## src/rtl/development_stage_sequencer_if.sv

```systemverilog
// Regulator <-> development stage sequencer bundle: request strobes toward the
// sequencer, stage/progress status back to the regulator and display logic.
interface development_stage_sequencer_if #(
  parameter int STAGE_W = 3,
  parameter int PROG_W  = 8
);
  logic               tick;
  logic               inc;
  logic               dec;
  logic               fast;
  logic               setval;
  logic [STAGE_W-1:0] set_stage;
  logic [STAGE_W-1:0] stage;
  logic [PROG_W-1:0]  progress;
  logic               stage_up;
  logic               stage_down;
  logic [1:0]         seq_state;

  modport master (
    output tick, inc, dec, fast, setval, set_stage,
    input  stage, progress, stage_up, stage_down, seq_state
  );

  modport slave (
    input  tick, inc, dec, fast, setval, set_stage,
    output stage, progress, stage_up, stage_down, seq_state
  );
endinterface

```

## src/rtl/development_stage_sequencer.sv

```systemverilog
// Mimosa development stage sequencer: tick-sampled credits/debits move the stage up/down.
// Optional macro DEV_STAGE_SEQ_COOLDOWN_EN adds post-stage-up regression immunity (COOLDOWN).
module development_stage_sequencer #(
  parameter int STAGE_W        = 3,
  parameter int NUM_STAGES     = 6,
  parameter int PROG_W         = 8,
  parameter int BASE_THRESH    = 16,
  parameter int SLOW_DIV       = 4,
  parameter int DEC_DIV        = 8,
  parameter int COOLDOWN_TICKS = 32
) (
  input  logic                         clk,
  input  logic                         rst,
  development_stage_sequencer_if.slave bus
);

  localparam int WIDE_W = PROG_W + STAGE_W;
  localparam int SLOW_W = (SLOW_DIV > 1) ? $clog2(SLOW_DIV) : 1;
  localparam int DEC_W  = (DEC_DIV > 1) ? $clog2(DEC_DIV) : 1;
  localparam logic [STAGE_W-1:0] TOP_STAGE = STAGE_W'(NUM_STAGES - 1);
  localparam logic [SLOW_W-1:0]  SLOW_LAST = SLOW_W'(SLOW_DIV - 1);
  localparam logic [DEC_W-1:0]   DEC_LAST  = DEC_W'(DEC_DIV - 1);

  if (NUM_STAGES < 2 || NUM_STAGES > 2**STAGE_W || COOLDOWN_TICKS < 1 ||
      BASE_THRESH * (NUM_STAGES - 1) >= 2**PROG_W) begin : g_bad_params
    $error("development_stage_sequencer: inconsistent parameters");
  end

  typedef enum logic [1:0] {
    NORMAL   = 2'd0,
    COOLDOWN = 2'd1,
    MATURE   = 2'd2
  } seq_state_t;

`ifdef DEV_STAGE_SEQ_COOLDOWN_EN
  localparam int COOL_W = (COOLDOWN_TICKS > 1) ? $clog2(COOLDOWN_TICKS) : 1;
  localparam logic [COOL_W-1:0] COOL_LAST = COOL_W'(COOLDOWN_TICKS - 1);
  localparam seq_state_t POST_UP_STATE = COOLDOWN;
  logic [COOL_W-1:0] cool_cnt_q;
`else
  localparam seq_state_t POST_UP_STATE = NORMAL;
`endif

  seq_state_t         state_q;
  logic [STAGE_W-1:0] stage_q;
  logic [PROG_W-1:0]  progress_q;
  logic               stage_up_q;
  logic               stage_down_q;
  logic [SLOW_W-1:0]  slow_cnt_q;
  logic [DEC_W-1:0]   dec_cnt_q;

  // Threshold to leave stage s, evaluated wide enough that it can never wrap.
  function automatic logic [WIDE_W-1:0] thresh_of(input logic [STAGE_W-1:0] s);
    return WIDE_W'(BASE_THRESH) * (WIDE_W'(s) + WIDE_W'(1));
  endfunction

  logic               inc_eff;
  logic               dec_eff;
  logic               slow_hit;
  logic               dec_hit;
  logic               credit;
  logic               debit;
  logic               reach;
  logic [SLOW_W-1:0]  slow_nxt;
  logic [DEC_W-1:0]   dec_nxt;
  logic [WIDE_W-1:0]  half_below;
  logic [STAGE_W-1:0] stage_inc;
  logic [STAGE_W-1:0] set_clamped;

  always_comb begin
    // NOTE: every variable gets a default before any branch so no latch is inferred.
    slow_nxt = '0;
    dec_nxt  = '0;

    // MATURE ignores inc and COOLDOWN ignores dec; an ignored request acts as if low.
    inc_eff  = bus.inc & (state_q != MATURE);
    dec_eff  = bus.dec & (state_q != COOLDOWN);
    slow_hit = (slow_cnt_q == SLOW_LAST);
    dec_hit  = (dec_cnt_q == DEC_LAST);
    credit   = inc_eff & ~dec_eff & (bus.fast | slow_hit);
    debit    = dec_eff & ~inc_eff & dec_hit;

    if (inc_eff && dec_eff) begin
      slow_nxt = slow_cnt_q;
      dec_nxt  = dec_cnt_q;
    end else begin
      if (inc_eff && !bus.fast) slow_nxt = slow_hit ? '0 : slow_cnt_q + SLOW_W'(1);
      if (dec_eff)              dec_nxt  = dec_hit  ? '0 : dec_cnt_q + DEC_W'(1);
    end

    reach       = (WIDE_W'(progress_q) + WIDE_W'(1)) >= thresh_of(stage_q);
    half_below  = thresh_of(stage_q - STAGE_W'(1)) >> 1;
    stage_inc   = stage_q + STAGE_W'(1);
    set_clamped = (bus.set_stage > TOP_STAGE) ? TOP_STAGE : bus.set_stage;
  end

  always_ff @(posedge clk or posedge rst) begin
    if (rst) begin
      state_q      <= NORMAL;
      stage_q      <= '0;
      progress_q   <= '0;
      stage_up_q   <= 1'b0;
      stage_down_q <= 1'b0;
      slow_cnt_q   <= '0;
      dec_cnt_q    <= '0;
`ifdef DEV_STAGE_SEQ_COOLDOWN_EN
      cool_cnt_q   <= '0;
`endif
    end else begin
      // NOTE: non-blocking assignments only, so later defaults-then-overrides stay race free.
      stage_up_q   <= 1'b0;
      stage_down_q <= 1'b0;
      if (bus.setval) begin
        stage_q    <= set_clamped;
        progress_q <= '0;
        slow_cnt_q <= '0;
        dec_cnt_q  <= '0;
        state_q    <= (set_clamped == TOP_STAGE) ? MATURE : NORMAL;
`ifdef DEV_STAGE_SEQ_COOLDOWN_EN
        cool_cnt_q <= '0;
`endif
      end else if (bus.tick) begin
        slow_cnt_q <= slow_nxt;
        dec_cnt_q  <= dec_nxt;
        if (credit && reach) begin
          stage_q    <= stage_inc;
          progress_q <= '0;
          stage_up_q <= 1'b1;
          state_q    <= (stage_inc == TOP_STAGE) ? MATURE : POST_UP_STATE;
`ifdef DEV_STAGE_SEQ_COOLDOWN_EN
          cool_cnt_q <= '0;
`endif
        end else begin
          if (credit) begin
            progress_q <= progress_q + PROG_W'(1);
          end else if (debit) begin
            if (progress_q != '0) begin
              progress_q <= progress_q - PROG_W'(1);
            end else if (stage_q != '0) begin
              stage_q      <= stage_q - STAGE_W'(1);
              progress_q   <= PROG_W'(half_below);
              stage_down_q <= 1'b1;
              state_q      <= NORMAL;
            end
          end
`ifdef DEV_STAGE_SEQ_COOLDOWN_EN
          if (state_q == COOLDOWN) begin
            if (cool_cnt_q == COOL_LAST) begin
              cool_cnt_q <= '0;
              state_q    <= NORMAL;
            end else begin
              cool_cnt_q <= cool_cnt_q + COOL_W'(1);
            end
          end
`endif
        end
      end
    end
  end

  assign bus.stage      = stage_q;
  assign bus.progress   = progress_q;
  assign bus.stage_up   = stage_up_q;
  assign bus.stage_down = stage_down_q;
  assign bus.seq_state  = state_q;

endmodule
```

## src/flat_wrapper.sv

```systemverilog
// flat-port wrapper written by rule: the top's interface ports become plain ports
module development_stage_sequencer_flat 
#(
  parameter int STAGE_W        = 3,
  parameter int NUM_STAGES     = 6,
  parameter int PROG_W         = 8,
  parameter int BASE_THRESH    = 16,
  parameter int SLOW_DIV       = 4,
  parameter int DEC_DIV        = 8,
  parameter int COOLDOWN_TICKS = 32
)
  (clk, rst, bus_tick, bus_inc, bus_dec, bus_fast, bus_setval, bus_set_stage, bus_stage, bus_progress, bus_stage_up, bus_stage_down, bus_seq_state);
  development_stage_sequencer_if #(.STAGE_W(STAGE_W), .PROG_W(PROG_W)) bus_i ();
  input  logic clk;
  input  logic rst;
  input wire logic [$bits(bus_i.tick)-1:0] bus_tick;
  input wire logic [$bits(bus_i.inc)-1:0] bus_inc;
  input wire logic [$bits(bus_i.dec)-1:0] bus_dec;
  input wire logic [$bits(bus_i.fast)-1:0] bus_fast;
  input wire logic [$bits(bus_i.setval)-1:0] bus_setval;
  input wire logic [$bits(bus_i.set_stage)-1:0] bus_set_stage;
  output wire logic [$bits(bus_i.stage)-1:0] bus_stage;
  output wire logic [$bits(bus_i.progress)-1:0] bus_progress;
  output wire logic [$bits(bus_i.stage_up)-1:0] bus_stage_up;
  output wire logic [$bits(bus_i.stage_down)-1:0] bus_stage_down;
  output wire logic [$bits(bus_i.seq_state)-1:0] bus_seq_state;
  assign bus_i.tick = bus_tick;
  assign bus_i.inc = bus_inc;
  assign bus_i.dec = bus_dec;
  assign bus_i.fast = bus_fast;
  assign bus_i.setval = bus_setval;
  assign bus_i.set_stage = bus_set_stage;
  assign bus_stage = bus_i.stage;
  assign bus_progress = bus_i.progress;
  assign bus_stage_up = bus_i.stage_up;
  assign bus_stage_down = bus_i.stage_down;
  assign bus_seq_state = bus_i.seq_state;
  development_stage_sequencer #(.STAGE_W(STAGE_W), .NUM_STAGES(NUM_STAGES), .PROG_W(PROG_W), .BASE_THRESH(BASE_THRESH), .SLOW_DIV(SLOW_DIV), .DEC_DIV(DEC_DIV), .COOLDOWN_TICKS(COOLDOWN_TICKS)) u_core (.clk(clk), .rst(rst), .bus(bus_i));
endmodule
```

## config.mk

```make
export PLATFORM = sky130hd
export DESIGN_NAME = development_stage_sequencer_flat
export DESIGN_NICKNAME = d
export VERILOG_FILES = /design/src/rtl/development_stage_sequencer_if.sv /design/src/rtl/development_stage_sequencer.sv /design/src/flat_wrapper.sv
export SDC_FILE = /design/constraint.sdc
export NUM_CORES = 1
export LEC_CHECK = 0
export CAP_MARGIN = 10
export CORE_AREA = 10 10 70 66
export CTS_CLUSTER_SIZE = 40
export DETAILED_ROUTE_END_ITERATION = 8
export DIE_AREA = 0 0 80 76
export GPL_ROUTABILITY_DRIVEN = 0
export PLACE_DENSITY_LB_ADDON = 0.1
export SLEW_MARGIN = 40
export SYNTH_ARGS = -nofsm -noshare
export SYNTH_HDL_FRONTEND = slang
export SYNTH_SLANG_ARGS = --single-unit
```

## constraint.sdc

```tcl
create_clock -name clk -period 3.3 [get_ports clk]
set_input_delay 0.33 -clock clk [delete_from_list [all_inputs] [get_ports clk]]
set_output_delay 0.33 -clock clk [all_outputs]
set_load 0.02 [all_outputs]
```

Word level (Yosys, flattened, before mapping). Index checks and enable logic that the tools add are counted. Widths: inputs -> output; s select.

Add/subtract/negate cells: 9. Multiply operators: 0. Div/mod/pow operators: 0. Order comparisons: 2. Equality and inequality tests: 9. Shifts and indexed selects: 0. Multiplexer cells: 44. Bitwise operators: 9. Reductions and logical operators: 14.

Operators by type and width (number): $mux 8 (7); $mux 3 (13); $mux 2 (14); $ge 11x11->1 (1); $mux 1 (10); $add 8x1->9 const B (1); $eq 3x3->1 const B (3); $reduce_bool 3->1 (3); $add 3x1->4 const B (2); $add 8x1->8 const B (1); $reduce_bool 8->1 (1); $sub 8x1->8 const B (1); $add 3x1->3 const B (2); $and 1x1->1 (6); $reduce_and 5->1 (1); $reduce_bool 5->1 (1); $ne 2x2->1 const B (2); $reduce_bool 4->1 (1); $gt 3x3->1 const B (1); $logic_and 1x1->1 (3); $ne 3x2->1 const B (1); $ne 3x3->1 const B (1); $reduce_and 3->1 (1); $sub 3x1->3 const B (1); other kinds (8) (9).

Flip-flop bits (word level): 20. Bits in latches: 0. Memory bits (writable): 0. Memory bits (read-only): 0. Input bits: 10. Output and inout port bits: 15. Logic and storage cells: 94. Memories: 0.

Logic depth before layout (Yosys ltp). Gate-level depths: netlist of the first run.

Depth after elaboration: 10. Mapped depth: 10. Mapped depth without buffers: 9.

Worst setup path before layout of the first run. No wires, ideal clock.

Path kind: flip-flop to flip-flop. Start point: register u_core.progress_q[2] (netlist: u_core.bus.progress[2]). End point: register u_core.stage_q[1] (netlist: u_core.bus.stage[1]). Arrival: 2692 ps. Setup slack: 482 ps. Cell stages (with the launch flop): 11. Clock period less this slack: 2818 ps. Cell sequence: dfrtp_1 > clkbuf_1 > and3_1 > nand3_1 > xnor2_1 > ha_1 > and4_1 > o211ai_1 > a31oi_1 > o21ai_0 > a311o_1.

Word-level cells in the longest chain between the ends: 6. Elaborated cells between the ends (all ways): 12. Those cells by class: 1 x add/sub; 1 x order compare; 2 x eq/ne; 3 x mux; 5 x reduce/logical.

RTL lines: start: declaration (RTL line development_stage_sequencer.sv:46) `logic [PROG_W-1:0] progress_q;`; start signal: assignment (RTL line development_stage_sequencer.sv:135) `progress_q <= progress_q + PROG_W'(1);`; start signal: assignment (RTL line development_stage_sequencer.sv:138) `progress_q <= progress_q - PROG_W'(1);`; start signal: assignment (RTL line development_stage_sequencer.sv:141) `progress_q <= PROG_W'(half_below);`; $add 8x1->9 (RTL line development_stage_sequencer.sv:91) `reach = (WIDE_W'(progress_q) + WIDE_W'(1)) >= thresh_of(stage_q);`; $ge 11x11->1 (RTL line development_stage_sequencer.sv:91); $logic_and 1x1->1 (RTL line development_stage_sequencer.sv:125) `if (credit && reach) begin`; $mux 3 (RTL line development_stage_sequencer.sv:125); $mux 3 (RTL line development_stage_sequencer.sv:122) `end else if (bus.tick) begin`; $mux 3 (RTL line development_stage_sequencer.sv:113) `if (bus.setval) begin`; end signal: assignment (RTL line development_stage_sequencer.sv:114) `stage_q <= set_clamped;`; end signal: assignment (RTL line development_stage_sequencer.sv:126) `stage_q <= stage_inc;`; end signal: assignment (RTL line development_stage_sequencer.sv:140) `stage_q <= stage_q - STAGE_W'(1);`; end: declaration (RTL line development_stage_sequencer.sv:45) `logic [STAGE_W-1:0] stage_q;`.

Several ways; a longest one is shown, not always the timed one. The select of a mux whose other input is x is not followed. A chain may end at the register's enable or synchronous reset.

Worst setup path in the final report of the first run.
Start point: register u_core.progress_q[4] (netlist: u_core.bus.progress[4]). End point: register u_core.progress_q[2] (netlist: u_core.bus.progress[2]).

Word-level cells in the longest chain between the ends: 7. Elaborated cells between the ends (all ways): 13. Those cells by class: 1 x add/sub; 1 x order compare; 6 x mux; 5 x reduce/logical.

RTL lines: branches (longest 7 deep; another with $ge 11x11->1).

Several ways; the timed one is not identified. The select of a mux whose other input is x is not followed.

==> metrics.csv, run 1 <==
metric,value,unit
WP depth,9,
Power Dens Cells,279,nW/um^2
# hold bufs at CTS,0,
count of different cell masters after synthesis,56,
Post-Synth Simple-Gate Area,0.248,
row count,20,
drt wl/cell,17.9,um
hold crit path type,input port to asynchronous set/reset pin,
FF-to-FF path depth,9,
Post-Route Setup TNS,0,ns
CTS Buffer Depth,2,
Worst-Skew Late Latency,0.31,ns
GRT Total Usage,0.149,
P&R area growth vs syn,16.9,%
fin crit period,2.86,ns
# DRC,0,
FF-to-FF Start,u_core.bus.progress[4],
vias in the first global route,1502,
Routed Antenna Nets,0,
DR pass1 iterations,5,
Max-slew headroom,0.527,
Initial Util,0.507,
clock sinks,19,
Inserted Clock Buffers,3,
status,"finished, final reports clean",
Synth Flop Type,dfrtp_1,
final hold vios,0,
syn nets,212,
Peak VDD IR,0.200,mV
IO buf count,23,
"Seq/Total Area, Yosys",0.289,
first-pass GRT wire length,7560,um
fin crit share,0.868,
# resized after CTS,0,
RSZ-0062 raised after global routing,no,
Slew @ Worst Pin,0.706,ns
reg2reg end,u_core.bus.progress[2],
Root Buffer,clkbuf_4,
die area,6080,um^2
CP max FO,10,
Max Clock Freq,349,MHz
crit end category,register,
"most common cell after layout, fill and taps aside",clkdlybuf4s50_1,
CP endpoint,u_core.bus.progress[2],
XOR/XNOR share of the synthesized area,0.0425,
most frequent cells in the layout,"23 x clkdlybuf4s50_1, 19 x dfrtp_1, 13 x ha_1",
htree depth,1,
crit-path cells,"and3_1, nand3_1, xnor2_1, ha_1, nor2b_1, o31ai_1, nand4_1, a21oi_1, a32o_1",
"Buf+Inv Stages, Crit Path",0,
family with the most delay on the worst path,compound AO/OA/AOI/OAI gates,
DRT iter0 DRCs,128,
CTS tree,done,
synthesis warning total,0,
cells after synthesis,189,
number of synthesized flops with an enable pin,0,
Mean Syn Cell Area,8.72,um^2
Critical Path Start,u_core.bus.progress[4],
Synth Area in Adders,0.0987,
IO Pins,25,
Core Box Area,3250,um^2
Seq. cell area,475,um^2
Mapped Area,1650,um^2
number of diodes,0,
Crit Path Class,register to register,
flop2flop setup slack,0.44,ns
critical path's slowest cell,dfrtp_1,
final setup fails,0,
worst-case clock skew,0.00406,ns
Inst Count DP,249,
via count,1574,
Synth Area in Compound Gates,0.251,
nets,233,
# Max-Cap Violations,0,
Overflow after GRT,0,
Worst EP arrival,3.12,ns
Post-DP HPWL,3450,um
Setup crit start kind,register,
clk slew on worst S/H paths,0.12,ns
Seq cells post-synth,19,
Critical Path Max Stage Delay,0.57,ns
mux share of post-synthesis cell area,0.00607,
static leakage,0.808,nW
share of cells above drive strength 1,0.105,
antenna violations before repair,0,
Post-synth ARST share,1.00,
die height,76,um
footprint of the multi-input gates,1070,um^2
post-CTS setup buffers,0,
final cell count without fillers,253,
pin count of the biggest net entering global routing,20,
Die X,80,um
DR vias/cell,6.22,
WL final,4540,um
Critical Path RT,3.55,ns
largest family of logic cells by synthesized area,compound AO/OA/AOI/OAI gates,
fill count,301,
Max Slew Vio Count,0,
[state kept, by name (all words and copies together) (netlist names)]
signal / cells
u_core.bus.progress: 8
u_core.bus.stage: 3
u_core.dec_cnt_q: 3
u_core.slow_cnt_q: 2
u_core.bus.seq_state: 1
u_core.bus.stage_down: 1
u_core.bus.stage_up: 1
[per-layer routing]
metal / GRT usage / vias to the layer above / routed length, um
met5: 0 / - / 0
met4: 0.0352 / 0 / 33
li1: - / 752 / -
met2: 0.234 / 67 / 2100
met1: 0.194 / 751 / 1990
met3: 0.0425 / 4 / 420
[worst reg2reg max path: stages, from the launching register on]
cell and delay, ns:
dfrtp_1 0.57, and3_1 0.23, nand3_1 0.10, xnor2_1 0.25, ha_1 0.29, nor2b_1 0.13
o31ai_1 0.31, nand4_1 0.19, a21oi_1 0.49, a32o_1 0.25
[power by group]
group	leakage, nW	total (W)	internal (W)	switching [W]
logic	0.534	0.000156	0.0000689	0.0000873
clock network	0.0177	0.000128	0.0000453	0.0000832
registers	0.257	0.000253	0.000241	0.0000120
total	0.808	0.000537	0.000355	0.000182
[how the worst min path moves through the flow]
stage | startpoint | end | slack [ns]
floorplan | rst | u_core.bus.progress[0] | 0.28
global placement | u_core.dec_cnt_q[1] | u_core.dec_cnt_q[1] | 0.47
detailed placement | u_core.dec_cnt_q[1] | u_core.dec_cnt_q[1] | 0.49
CTS | rst | u_core.bus.progress[1] | 0.47
global route | rst | u_core.bus.progress[0] | 0.38
finish | rst | u_core.bus.progress[1] | 0.34
[logic make-up after synthesis]
logic type      after synthesis
xor+xnor                      8
compound gates               56
flops                        19
simple gates                 71
other cells                   1
buf+inv                      20
mux                           1
fa+ha+maj                    13
[Yosys cell counts, types with 2 or more instances]
cell        n  share of area
nor4_1      3          0.011
a311o_1     2          0.012
xnor2_1     7          0.037
nand3_1     8          0.024
or4_1       2         0.0091
clkbuf_1    5          0.011
and2_1      4          0.015
a21oi_1    10          0.030
or3b_2      2          0.011
buf_6       3          0.020
nand4_1     2         0.0076
nand2_1    12          0.027
o211ai_1    2         0.0091
and4_1      2          0.011
buf_2       2         0.0061
ha_1       13          0.099
nor2b_1     3          0.011
nor2_1     11          0.025
a32o_1      3          0.018
inv_1       9          0.020
nor3b_1     3          0.014
a22o_1      5          0.027
nand2b_1    2         0.0076
o2bb2ai_1   3          0.016
a211o_1     2          0.011
and3_1      3          0.011
or2_2       2         0.0076
dfrtp_1    19           0.29
a31oi_1     4          0.015
o31ai_1     2         0.0091
o21ai_0     9          0.027
nor3_1      6          0.018
[area by class of cell]
class                   instances  area share
inverters                       9      0.0175
clock inverters                 1     0.00260
repair buffers                 27       0.135
multi-input cells             150       0.558
clock buffers                   3      0.0117
flip-flops and latches         19       0.247
well taps                      44      0.0286
[per-stage QoR]
stage	setup slack, ns	utilization	total power, W	hold slack, ns	area, um^2
2_1_floorplan	0.482	-	0.000362	0.281	1650
3_3_place_gp	0.407	0.582	0.000407	0.470	1890
3_5_place_dp	0.307	0.582	0.000410	0.491	1890
4_1_cts	0.217	0.590	0.000539	0.469	1920
5_1_grt	0.261	0.592	0.000570	0.375	1930
6_report	0.437	0.592	0.000537	0.340	1930
Note: power is estimated with default switching activity, not from simulation.
==> inputs of run 2 (changes only) <==
--- a/config.mk
+++ b/config.mk
@@ -13,3 +13,5 @@
 export GPL_ROUTABILITY_DRIVEN = 0
+export MAX_ROUTING_LAYER = met4
 export PLACE_DENSITY_LB_ADDON = 0.1
+export SETUP_SLACK_MARGIN = 0.3
 export SLEW_MARGIN = 40
--- a/constraint.sdc
+++ b/constraint.sdc
@@ -3,2 +3,2 @@
 set_output_delay 0.33 -clock clk [all_outputs]
-set_load 0.02 [all_outputs]
+set_load 0.1 [all_outputs]
==> metrics.csv, run 2 (synthesis results as in run 1) <==
metric,value,unit,change
status,"finished, final reports clean",,unchanged
CTS Buffer Depth,2,,unchanged
clock sinks,19,,unchanged
static leakage,0.798,nW,was 0.808 nW
nets,230,,was 233
final cell count without fillers,250,,was 253
worst-case clock skew,0.00480,ns,was 0.00406 ns
most frequent cells in the layout,"14 x buf_2, 13 x ha_1, 12 x nand2_1",,"was 23 x clkdlybuf4s50_1, 19 x dfrtp_1, 13 x ha_1"
crit end category,register,,unchanged
crit-path cells,"and3_1, nand3_1, xnor2_1, ha_1, nor2b_1, o31ai_1, a31oi_2, and3_1, a311o_1",,"was and3_1, nand3_1, xnor2_1, ha_1, nor2b_1, o31ai_1, nand4_1, a21oi_1, a32o_1"
# hold bufs at CTS,0,,unchanged
share of cells above drive strength 1,0.204,,was 0.105
Max Slew Vio Count,0,,unchanged
Power Dens Cells,305,nW/um^2,was 279 nW/um^2
RSZ-0062 raised after global routing,no,,unchanged
"most common cell after layout, fill and taps aside",buf_2,,was clkdlybuf4s50_1
Critical Path Start,u_core.bus.progress[3],,was u_core.bus.progress[4]
fin crit period,2.84,ns,was 2.86 ns
"Buf+Inv Stages, Crit Path",0,,unchanged
CP max FO,16,,was 10
row count,20,,unchanged
Critical Path RT,3.50,ns,was 3.55 ns
Initial Util,0.507,,unchanged
Worst EP arrival,3.04,ns,was 3.12 ns
number of diodes,0,,unchanged
final setup fails,0,,unchanged
Critical Path Max Stage Delay,0.54,ns,was 0.57 ns
drt wl/cell,16.9,um,was 17.9 um
Root Buffer,clkbuf_4,,unchanged
Core Box Area,3250,um^2,unchanged
Max-slew headroom,0.516,,was 0.527
clk slew on worst S/H paths,0.11,ns,was 0.12 ns
GRT Total Usage,0.145,,was 0.149
# Max-Cap Violations,0,,unchanged
Setup crit start kind,register,,unchanged
fin crit share,0.862,,was 0.868
DR pass1 iterations,4,,was 5
antenna violations before repair,0,,unchanged
Crit Path Class,register to register,,unchanged
max reg flops,8,,unchanged
DR vias/cell,6.08,,was 6.22
critical path's slowest cell,dfrtp_2,,was dfrtp_1
DRT iter0 DRCs,113,,was 128
die area,6080,um^2,unchanged
hold crit path type,input port to asynchronous set/reset pin,,unchanged
Inserted Clock Buffers,3,,unchanged
Post-Route Setup TNS,0,ns,unchanged
first-pass GRT wire length,7250,um,was 7560 um
final hold vios,0,,unchanged
P&R area growth vs syn,12.3,%,was 16.9%
CTS tree,done,,unchanged
IO buf count,23,,unchanged
Worst-Skew Late Latency,0.30,ns,was 0.31 ns
Routed Antenna Nets,0,,unchanged
FF-to-FF Start,u_core.bus.progress[3],,was u_core.bus.progress[4]
# DRC,0,,unchanged
Slew @ Worst Pin,0.722,ns,was 0.706 ns
WL final,4220,um,was 4540 um
Peak VDD IR,0.230,mV,was 0.200 mV
Inst Count DP,246,,was 249
die height,76,um,unchanged
Die X,80,um,unchanged
WP depth,9,,unchanged
FF-to-FF path depth,9,,unchanged
Max Clock Freq,352,MHz,was 349 MHz
IO Pins,25,,unchanged
most frequent CP cell,and3_1,,
family with the most delay on the worst path,compound AO/OA/AOI/OAI gates,,unchanged
htree depth,1,,unchanged
Post-DP HPWL,3180,um,was 3450 um
Overflow after GRT,0,,unchanged
vias in the first global route,1570,,"was 1,502"
via count,1521,,"was 1,574"
pin count of the biggest net entering global routing,20,,unchanged
==> run 2: cell count changes in the layout (fill, tap and decap cells not counted), moves of 3 or more <==
cell	change
buf_4	-3
dfrtp_2	+8
dfrtp_1	-9
buf_2	+14
clkdlybuf4s50_1	-14
==> run 2: layout make-up <==
| type | count | area, um^2 |
|---|---|---|
| multi-input combinational | 150 | 1080 |
| clock buffer | 4 | 26.3 |
| fill | 319 | 1400 |
| inverter | 9 | 33.8 |
| timing repair buffer | 24 | 168 |
| sequential | 19 | 489 |
| tap | 44 | 55.1 |
==> run 2: per-stage QoR <==
stage | util | setup slack, ns | total power [W] | hold WS [ns] | instance area [um^2]
after floorplan | - | 0.315 | 0.000403 | 0.281 | 1660
after global placement | 0.579 | 0.493 | 0.000447 | 0.477 | 1880
after detailed placement | 0.558 | 0.317 | 0.000443 | 0.480 | 1810
after CTS | 0.566 | 0.330 | 0.000572 | 0.470 | 1840
after global routing | 0.569 | 0.330 | 0.000597 | 0.382 | 1850
final | 0.569 | 0.457 | 0.000565 | 0.346 | 1850
==> run 2: timing repair <==
action,4_1_cts,5_1_grt
resized for setup,0,2
setup buffers,0,0
setup endpoints to repair,0,6
==> run 2: final timing paths <==
path | slack, ns | to
setup / recovery | 0.46 | u_core.bus.stage[2]
hold / removal | 0.35 | u_core.bus.progress[7]
setup reg to reg | 0.46 | u_core.bus.stage[2]
hold reg to reg | 0.50 | u_core.dec_cnt_q[2]
max in group asynchronous | 2.56 | u_core.bus.progress[2]
min in group clk | 0.50 | u_core.dec_cnt_q[2]
==> run 2: where the power goes <==
part	switching [W]	internal (W)	total, W
logic	0.000124	0.0000626	0.000186
clock network	0.0000768	0.0000471	0.000124
registers	0.0000132	0.000241	0.000255
==> run 2: per-layer routing <==
metal  share of wire  track usage  up-vias  wire length (um)
li1                -            -      748                 -
met1            0.45        0.177      707              1900
met2            0.47        0.222       55              1980
met3           0.057       0.0318       11               242
met4           0.022       0.0599        0                92
met5               0            -        -                 0
